`src/rtl/result_monitor_pkg.sv`:
```
// rtl/result_monitor_pkg.sv - shared types, light codes and 7-segment table for result_monitor
package result_monitor_pkg;

  typedef enum logic [2:0] {
    ST_SYNC   = 3'd0,
    ST_EXP_RA = 3'd1,
    ST_EXP_G  = 3'd2,
    ST_EXP_A  = 3'd3,
    ST_EXP_R  = 3'd4
  } light_state_e;

  localparam logic [2:0] LIGHT_RED     = 3'b100;
  localparam logic [2:0] LIGHT_RED_AMB = 3'b110;
  localparam logic [2:0] LIGHT_GRN     = 3'b001;
  localparam logic [2:0] LIGHT_AMB     = 3'b010;

  localparam logic [2:0] DICE_ILLEGAL  = 3'd7;

  // Segments {g,f,e,d,c,b,a}, indexed by face; 0 and 7 are blank.
  localparam logic [7:0][6:0] SEG_TABLE = {
    7'b0000000,
    7'b1111101,
    7'b1101101,
    7'b1100110,
    7'b1001111,
    7'b1011011,
    7'b0000110,
    7'b0000000
  };

  function automatic logic [2:0] expected_code(input light_state_e st);
    case (st)
      ST_EXP_RA: expected_code = LIGHT_RED_AMB;
      ST_EXP_G:  expected_code = LIGHT_GRN;
      ST_EXP_A:  expected_code = LIGHT_AMB;
      ST_EXP_R:  expected_code = LIGHT_RED;
      default:   expected_code = LIGHT_RED;
    endcase
  endfunction

  function automatic light_state_e next_state(input light_state_e st);
    case (st)
      ST_EXP_RA: next_state = ST_EXP_G;
      ST_EXP_G:  next_state = ST_EXP_A;
      ST_EXP_A:  next_state = ST_EXP_R;
      ST_EXP_R:  next_state = ST_EXP_RA;
      default:   next_state = ST_SYNC;
    endcase
  endfunction

endpackage

```
`src/rtl/result_monitor_seg7_decode.sv`:
```
// rtl/result_monitor_seg7_decode.sv - combinational dice face to 7-segment decoder
module seg7_decode
  import result_monitor_pkg::*;
(
  input  logic [2:0] face_i,
  output logic [6:0] seg_o
);

  assign seg_o = SEG_TABLE[face_i];

endmodule

```
`src/rtl/result_monitor.sv`:
```
// rtl/result_monitor.sv - checks traffic-light sequence or latches dice throws, counts errors/throws
module result_monitor
  import result_monitor_pkg::*;
#(
  parameter int CNT_W = 8
) (
  input  logic             clk,
  input  logic             rst,
  input  logic             sel,
  input  logic             button,
  input  logic [2:0]       result,
  output logic [2:0]       face,
  output logic [6:0]       seg,
  output logic             seq_err,
  output logic             face_err,
  output logic [CNT_W-1:0] err_count,
  output logic [CNT_W-1:0] throw_count
);

  localparam logic [CNT_W:0] CNT_MAX = {1'b0, {CNT_W{1'b1}}};

  light_state_e     state_q, state_d;
  logic             button_q;
  logic [2:0]       face_q, face_d;
  logic [6:0]       seg_q, seg_d;
  logic             seq_err_q, seq_err_d;
  logic             face_err_q, face_err_d;
  logic [CNT_W-1:0] err_count_q, err_count_d;
  logic [CNT_W-1:0] throw_count_q, throw_count_d;
  logic             throw_d;
  logic [CNT_W:0]   err_sum;

  // Light checker: leaving light mode always drops sync, so a fresh red is needed.
  always_comb begin
    state_d   = state_q;
    seq_err_d = 1'b0;
    if (!sel) begin
      state_d = ST_SYNC;
    end else if (state_q == ST_SYNC) begin
      if (result == LIGHT_RED) state_d = ST_EXP_RA;
    end else if (result == expected_code(state_q)) begin
      state_d = next_state(state_q);
    end else begin
      seq_err_d = 1'b1;
      state_d   = (result == LIGHT_RED) ? ST_EXP_RA : ST_SYNC;
    end
  end

  always_comb begin
    face_err_d = !sel && (result == DICE_ILLEGAL);
    throw_d    = button_q && !button && !sel &&
                 (result != 3'd0) && (result != DICE_ILLEGAL);
    face_d     = throw_d ? result : face_q;
  end

  // Both error sources may add in one cycle; clamp the widened sum.
  always_comb begin
    err_sum = {1'b0, err_count_q} + (CNT_W+1)'(seq_err_d) + (CNT_W+1)'(face_err_d);
    err_count_d = (err_sum > CNT_MAX) ? CNT_MAX[CNT_W-1:0] : err_sum[CNT_W-1:0];
    throw_count_d = throw_count_q;
    if (throw_d && (throw_count_q != {CNT_W{1'b1}})) begin
      throw_count_d = throw_count_q + 1'b1;
    end
  end

  seg7_decode u_seg7_decode (
    .face_i (face_d),
    .seg_o  (seg_d)
  );

  always_ff @(posedge clk) begin
    if (rst) begin
      state_q       <= ST_SYNC;
      button_q      <= 1'b0;
      face_q        <= 3'd0;
      seg_q         <= 7'd0;
      seq_err_q     <= 1'b0;
      face_err_q    <= 1'b0;
      err_count_q   <= '0;
      throw_count_q <= '0;
    end else begin
      state_q       <= state_d;
      button_q      <= button;
      face_q        <= face_d;
      seg_q         <= seg_d;
      seq_err_q     <= seq_err_d;
      face_err_q    <= face_err_d;
      err_count_q   <= err_count_d;
      throw_count_q <= throw_count_d;
    end
  end

  assign face        = face_q;
  assign seg         = seg_q;
  assign seq_err     = seq_err_q;
  assign face_err    = face_err_q;
  assign err_count   = err_count_q;
  assign throw_count = throw_count_q;

endmodule

```
`config.mk`:
```
export PLATFORM = sky130hd
export DESIGN_NAME = result_monitor
export DESIGN_NICKNAME = d
export VERILOG_FILES = /design/src/rtl/result_monitor_pkg.sv /design/src/rtl/result_monitor_seg7_decode.sv /design/src/rtl/result_monitor.sv
export SDC_FILE = /design/constraint.sdc
export NUM_CORES = 1
export LEC_CHECK = 0
export CORE_MARGIN = 5
export CORE_UTILIZATION = 42
export DETAILED_ROUTE_END_ITERATION = 7
export DONT_BUFFER_PORTS = 1
export GPL_TIMING_DRIVEN = 0
export PLACE_DENSITY = 0.64
export SYNTH_ARGS = -nofsm -noshare
export SYNTH_HDL_FRONTEND = slang
export SYNTH_SLANG_ARGS = --single-unit
```
`constraint.sdc`:
```
create_clock -name clk -period 4 [get_ports clk]
set_clock_uncertainty 0.05 [all_clocks]
set_input_delay 0.2 -clock clk [delete_from_list [all_inputs] [get_ports clk]]
set_output_delay 0.2 -clock clk [all_outputs]
set_load 0.005 [all_outputs]
```
==> results of run 1 <==
[registers in the layout, indices dropped and copies added, names as in the netlist]
register	cells
state_q	3
face_err	1
face	3
err_count	8
seg	6
throw_count	8
button_q	1
seq_err	1
[power breakdown]
part | switching [W] | internal, W
clock network | 0.000110 | 0.000135
registers | 0.00000474 | 0.000315
logic | 0.0000267 | 0.0000180
[metal layers]
metal | share of wire [%] | wire [µm] | vias to the layer above
li1 | - | - | 667
met4 | 0.72 | 27 | 0
met1 | 41 | 1550 | 660
met5 | 0 | 0 | -
met3 | 8.7 | 328 | 4
met2 | 49 | 1840 | 51
[metrics by stage]
stage	setup slack [ps]	area [µm²]	instances	total power, W	util [%]
after floorplan	1410	1610	181	0.000360	-
after global placement	1160	1670	229	0.000369	45.3
after detailed placement	1060	1670	229	0.000370	45.3
after CTS	1040	1770	237	0.000614	47.9
after global routing	807	1770	237	0.000634	47.9
final	1020	1770	237	0.000609	47.9
[kinds of logic (layout without fill, tap and decap cells)]
logic type      count (synthesis)  after routing  share of synthesized area, %
simple gates                   75             75                          27.8
buf+inv                        21             29                          5.99
xor+xnor                        5              5                          2.72
flops                          31             31                          38.6
compound gates                 36             36                          15.1
mux                             6              6                          3.89
fa+ha+maj                       7              7                          5.91
[cell usage after synthesis (all sizes together)]
cell     instances
a22o             1
o21ai            3
or3              3
and4             2
nand3            8
and3b            1
o31ai            4
clkbuf           7
or2              1
a32oi            1
o21a             2
fa               1
nor3             7
o41ai            1
mux2             2
buf              5
a211oi           2
inv              9
nor2b            9
nor3b            4
ha               6
xor2             2
mux2i            4
xnor2            3
o21bai           1
nor4b            1
a31oi            1
dfxtp           31
and3             3
o311a            1
nand4            4
nand2b           3
a21boi           1
nor4             4
o22a             1
nor2            15
or4              3
a2111oi          3
o21ba            1
nand2            7
a21oi           13
[final timing paths]
check / end / slack (ps)
worst min register to register: throw_count[6]$_SDFFE_PP0P_ / 480
worst max register to register: err_count[0]$_SDFF_PP0_ / 1020
worst max-delay path: err_count[0]$_SDFF_PP0_ / 1020
worst min-delay path: button_q$_SDFF_PP0_ / 20
[area by class of cell]
class	instances	share of cell area (%)
repair buffers	1	0.567
clock buffers	6	4.67
well taps	48	3.40
inverters	9	1.91
plain buffers	12	3.54
multi-input cells	129	50.5
clock inverters	1	0.283
flip-flops and latches	31	35.1
==> results.toml, run 1 <==
[status]
status = "finished, final reports clean"

[floorplan]
rows = 22
initial_core_util_pct = 43.6
io_pins = 35
die-area_um2 = 5170
design.core.area_um2 = 3690
die_x_um = 71.9
die_y_um = 71.9

[cts]
clk_pin_slew_ps = 60
cts_sinks = 31
hold_buffers = 1
clock_latency_ps = 270
post_cts_buffers = 0
cts_buffers = 5
h-tree-depth = 2
clockBufferDepth = 2
cts_resized = 0
tritoncts = "built"
cts_root_buf = "clkbuf_8"

[timing]
grt_setup_unrepaired = "no"
slew_headroom_pct = 66.3
finalSetupViolations = 0
min_period_over_period_pct = 74.6
fin_setup_tns_ps = 0
maxSlewViolCount = 0
fin_crit_ps = 2980
tightest_slew_ps = 505
fin_hold_ws_ps = 18.4
fmax_mhz = 335
hold_viol_final = 0

[route]
num_vias = 1382
ant_nets = 0
avgViaCountPerCell = 5.83
drt_first_pass_iters = 4
drt_first_iter_violations = 73
wirelength_mm = 3.75
drcViolationCount = 0
avgRoutedWirePerCell_um = 15.8

[cells_and_area]
drive_gt1_share_pct = 10.6
final_common_cell = "dfxtp_1"
n_fill_cell = 353
antenna_cells = 0
nNetsFinal = 203
final_cell_mix = "31 x dfxtp_1, 15 x nor2_1, 13 x a21oi_1"
seqCellArea_um2 = 621
syn_to_final_growth_pct = 9.80
multi_input_area_um2 = 892

[global_route]
grt_pass1_vias = 1294
use_met3_pct = 6.23
grt_pass1_wl_mm = 6.09
antenna_found_initial = 0
met1_usage_pct = 17.3
grt-ovfl-total = 0
grtUsageTotal_pct = 14.9
grt_max_degree = 11
grtUsageMet2_pct = 24.2
grt_busiest_layer = "met2"

[critical_path]
r2r_start = "state_q[1]$_SDFFE_PP0P_"
criticalPathCategory = "flop to flop"
cp-start-kind = "flop"
reg2reg_depth = 11
startpoint = "state_q[1]$_SDFFE_PP0P_"
critical_path_arrival_ps = 3070
crit_buf_inv = 1
max_stage_delay_ps = 450
critPathCaptureType = "flop"
required_ps = 4090
crit_family = "simple AND/OR/NAND/NOR gates"
worstPathMaxFanout = 9
worstSetupPathDepth = 11
cp_slowest_cell = "fa_1"
cp_cell_sequence = "clkbuf_1 > xor2_1 > a32oi_1 > o21ai_0 > nor2_1 > fa_1 > ha_1 > and3_1 > and3_1 > nand3_1 > a21oi_1"
crit_top_cell = "and3_1"

[power]
leakage_nw = 0.635
vdd_drop_max_uv = 128
power_per_cell_area_nw_per_um2 = 345

[synthesis]
synth_area_leaders = "dfxtp_1 39%, ha_1 4.7%, a21oi_1 4.0%"
yosys_warnings = 0
ys_ff_latch = 31
synth_area_per_cell_um2 = 8.89
synthesis.area_um2 = 1610
ys_types = 47
synthCells = 181
netlist.area_leader.share_pct = 38.6
ys_seq_area_share_pct = 38.6
synth_largest_area_cell = "dfxtp_1"
synth_nets = 195

[min_path]
min_path_cells = 1
worstHoldStart = "button"
min_path_type = "primary input to flop"

[placed_design]
portBuffers = 0
hpwl_mm = 2.75
gp_congestion = 0.810

[job]
drv_cap = 0
No activity file was read; power rests on OpenSTA's default activity.
==> run 2: changes to the inputs <==
--- a/config.mk
+++ b/config.mk
@@ -5,12 +5,13 @@
 export SDC_FILE = /design/constraint.sdc
 export NUM_CORES = 1
 export LEC_CHECK = 0
+export ABC_AREA = 1
 export CORE_MARGIN = 5
 export CORE_UTILIZATION = 42
 export DETAILED_ROUTE_END_ITERATION = 7
 export DONT_BUFFER_PORTS = 1
 export GPL_TIMING_DRIVEN = 0
-export PLACE_DENSITY = 0.64
+export PLACE_DENSITY = 0.67
 export SYNTH_ARGS = -nofsm -noshare
 export SYNTH_HDL_FRONTEND = slang
 export SYNTH_SLANG_ARGS = --single-unit
==> constraint.sdc (replaced) <==
create_clock -name clk -period 2.5 [get_ports clk]
set_clock_uncertainty 0.05 [all_clocks]
set_input_delay 0.125 -clock clk [delete_from_list [all_inputs] [get_ports clk]]
set_output_delay 0.125 -clock clk [all_outputs]
set_load 0.005 [all_outputs]
==> run 2 against run 1 <==
  * First-iteration DRC count fell by 45%
  * Critical path depth up 5
  * Cell count is 16% higher
  * Critical path type unchanged
==> results.toml, run 2 <==
[global_route]
grt_max_degree = 11
grtUsageTotal_pct = 14.3
antenna_found_initial = 0
grt-ovfl-total = 0
grt_pass1_wl_mm = 5.79
grt_pass1_vias = 1272

[synthesis]
synth_largest_area_cell = "dfxtp_1"
synth_area_leaders = "dfxtp_1 39%, nand2_1 14%, nor2_1 5.2%"
synth_commonest_cells = "61 x nand2_1, 31 x dfxtp_1, 22 x nor2_1"
ys_seq_area_share_pct = 39.0
synth_area_per_cell_um2 = 7.37
ys_types = 28
synthesis.area_um2 = 1590
synthCells = 216
ys_ff_latch = 31
yosysMostFrequentCell = "nand2_1"
async_flop_share_pct = 0
synth_ff_type = "dfxtp_1"
netlist.area_leader.share_pct = 39.0
synth_nets = 230
synth_edf_count = 0
yosys_warnings = 0

[cts]
cts_buffers = 5
clk_pin_slew_ps = 70
cts_root_buf = "clkbuf_8"
clock_latency_ps = 280
h-tree-depth = 2
cts_sinks = 31
tritoncts = "built"
clockBufferDepth = 2

[route]
drcViolationCount = 0
num_vias = 1316
wirelength_mm = 3.39
ant_nets = 0
avgViaCountPerCell = 4.77
drt_first_iter_violations = 40
avgRoutedWirePerCell_um = 12.3
drt_first_pass_iters = 6

[critical_path]
critical_path_arrival_ps = 2440
r2r_slack_ps = 180
crit_top_cell = "nand2_1"
cp-start-kind = "flop"
worstSetupPathDepth = 16
crit_family = "simple AND/OR/NAND/NOR gates"
r2r_start = "state_q[2]$_SDFFE_PP0P_"
required_ps = 2620
worstPathMaxFanout = 5
cp_slowest_cell = "fa_1"
r2r-end = "err_count[7]$_SDFF_PP0_"
criticalPathCategory = "flop to flop"
crit_buf_inv = 1
max_stage_delay_ps = 420
cp_cell_sequence = "inv_2 > nand2_1 > nand2_1 > nand2_1 > nor2_2 > nand2_1 > nand2_1 > nor2_2 > fa_1 > ha_2 > nand2_1 > nor2_1 > nand2_1 > nor2_2 > nor3_1 > nor2_1"
reg2reg_depth = 16
critPathCaptureType = "flop"

[cells_and_area]
final_cell_mix = "61 x nand2_1, 28 x dfxtp_1, 19 x nor2_1"
drive_gt1_share_pct = 18.9
antenna_cells = 0
syn_to_final_growth_pct = 13.1
nNetsFinal = 242
final_common_cell = "nand2_1"
fin_cells = 276

[floorplan]
die_x_um = 71.6
design.core.area_um2 = 3660
io_pins = 35
rows = 22
die-area_um2 = 5120
die_y_um = 71.6
initial_core_util_pct = 43.5

[timing]
tightest_slew_ps = 267
fin_crit_ps = 2320
finalSetupViolations = 0
maxSlewViolCount = 0
slew_headroom_pct = 82.1
setup_ws_ps = 184
hold_viol_final = 0
fmax_mhz = 432
fin_hold_ws_ps = 14.4
min_period_over_period_pct = 92.6

[placed_design]
gp_congestion = 0.770
dp_slack_ps = 125
placedCellCount = 264
portBuffers = 0
hpwl_mm = 2.45

[job]
drv_cap = 0

[power]
p_comb_share_pct = 6.1
power_per_cell_area_nw_per_um2 = 536
vdd_drop_max_uv = 294
pwr-share-clk_pct = 41.2
p_seq_share_pct = 52.7
intPower_w = 0.000738
leakage_nw = 0.756
p_sw_w = 0.000228
swShare_pct = 23.6

[min_path]
holdPathEnd = "state_q[0]$_SDFFE_PP0P_"
min_path_cells = 4
min_path_type = "primary input to flop"
worstHoldStart = "result[2]"

[status]
status = "finished, final reports clean"
[run 2: worst max path at each step]
stage                                       start                       to  slack (ps)
final                     state_q[2]$_SDFFE_PP0P_  err_count[7]$_SDFF_PP0_         180
after global routing      state_q[2]$_SDFFE_PP0P_  err_count[5]$_SDFF_PP0_         -60
after CTS                 state_q[1]$_SDFFE_PP0P_  err_count[7]$_SDFF_PP0_         120
after detailed placement  state_q[1]$_SDFFE_PP0P_  err_count[7]$_SDFF_PP0_         120
after global placement    state_q[1]$_SDFFE_PP0P_  err_count[7]$_SDFF_PP0_         160
after floorplan           state_q[1]$_SDFFE_PP0P_  err_count[7]$_SDFF_PP0_         370
[run 2: final cells by class]
type / count / area, µm²
fill: 361 / 1860
multi-input combinational: 158 / 875
sequential: 31 / 624
inverter: 24 / 90.1
clock buffer: 6 / 82.6
tap: 48 / 60.1
timing repair buffer: 4 / 40.0
buffer: 3 / 17.5
timing repair inverter: 1 / 7.51
clock inverter: 1 / 5.00
[run 2: stage by stage]
stage / utilization (%) / setup TNS [ps] / power, W / instance area (µm²)
2_1_floorplan: - / 0 / 0.000562 / 1590
3_3_place_gp: 45.1 / 0 / 0.000573 / 1650
3_5_place_dp: 45.1 / 0 / 0.000574 / 1650
4_1_cts: 48.6 / 0 / 0.000980 / 1780
5_1_grt: 49.2 / -239 / 0.00101 / 1800
6_report: 49.2 / 0 / 0.000965 / 1800
[run 2: worst reg2reg max path, delay by kind of cell, from the launching register on]
family | cells | cell delay (ps)
flip-flops | 1 | 340
adder cells (fa/ha/maj) | 2 | 630
buffers and inverters | 1 | 90
AND/OR/NAND/NOR | 13 | 1080
[run 2: logic make-up (layout without fill, tap and decap cells)]
kind of cell	count (synthesis)	count (layout)	share of synthesized area, %
AOI/OAI and AO/OA	17	17	5.89
xor gates and xnor gates	7	7	3.85
adders and majority gates	7	7	5.97
buffers and inverters	27	39	6.76
DFF	31	31	39.0
and+or+nand+nor	127	127	38.6
[run 2: layer usage]
layer  wire length, µm  GRT usage (%)  up-vias
met5                 0              0        -
met4                25           5.01        0
met3               232           6.31        4
met2              1580           23.3       28
met1              1550           16.6      580
li1                  -              -      704
[run 2: what timing repair did]
item | 4_1_cts | 5_1_grt
buffers inserted | 0 | 0
hold buffers | 4 | 0
endpoints found under the setup margin | 0 | 8
resized for setup | 0 | 8
hold endpoints to repair | 5 | 0
[run 2: power by group through the flow]
| stage | Clock, W | Combinational, W | Sequential [W] |
|---|---|---|---|
| detailed placement | 0 | 0.0000538 | 0.000520 |
| global placement | 0 | 0.0000529 | 0.000520 |
| finish | 0.000398 | 0.0000587 | 0.000509 |
| floorplan | 0 | 0.0000436 | 0.000518 |
| CTS | 0.000413 | 0.0000587 | 0.000509 |
| global route | 0.000437 | 0.0000680 | 0.000509 |
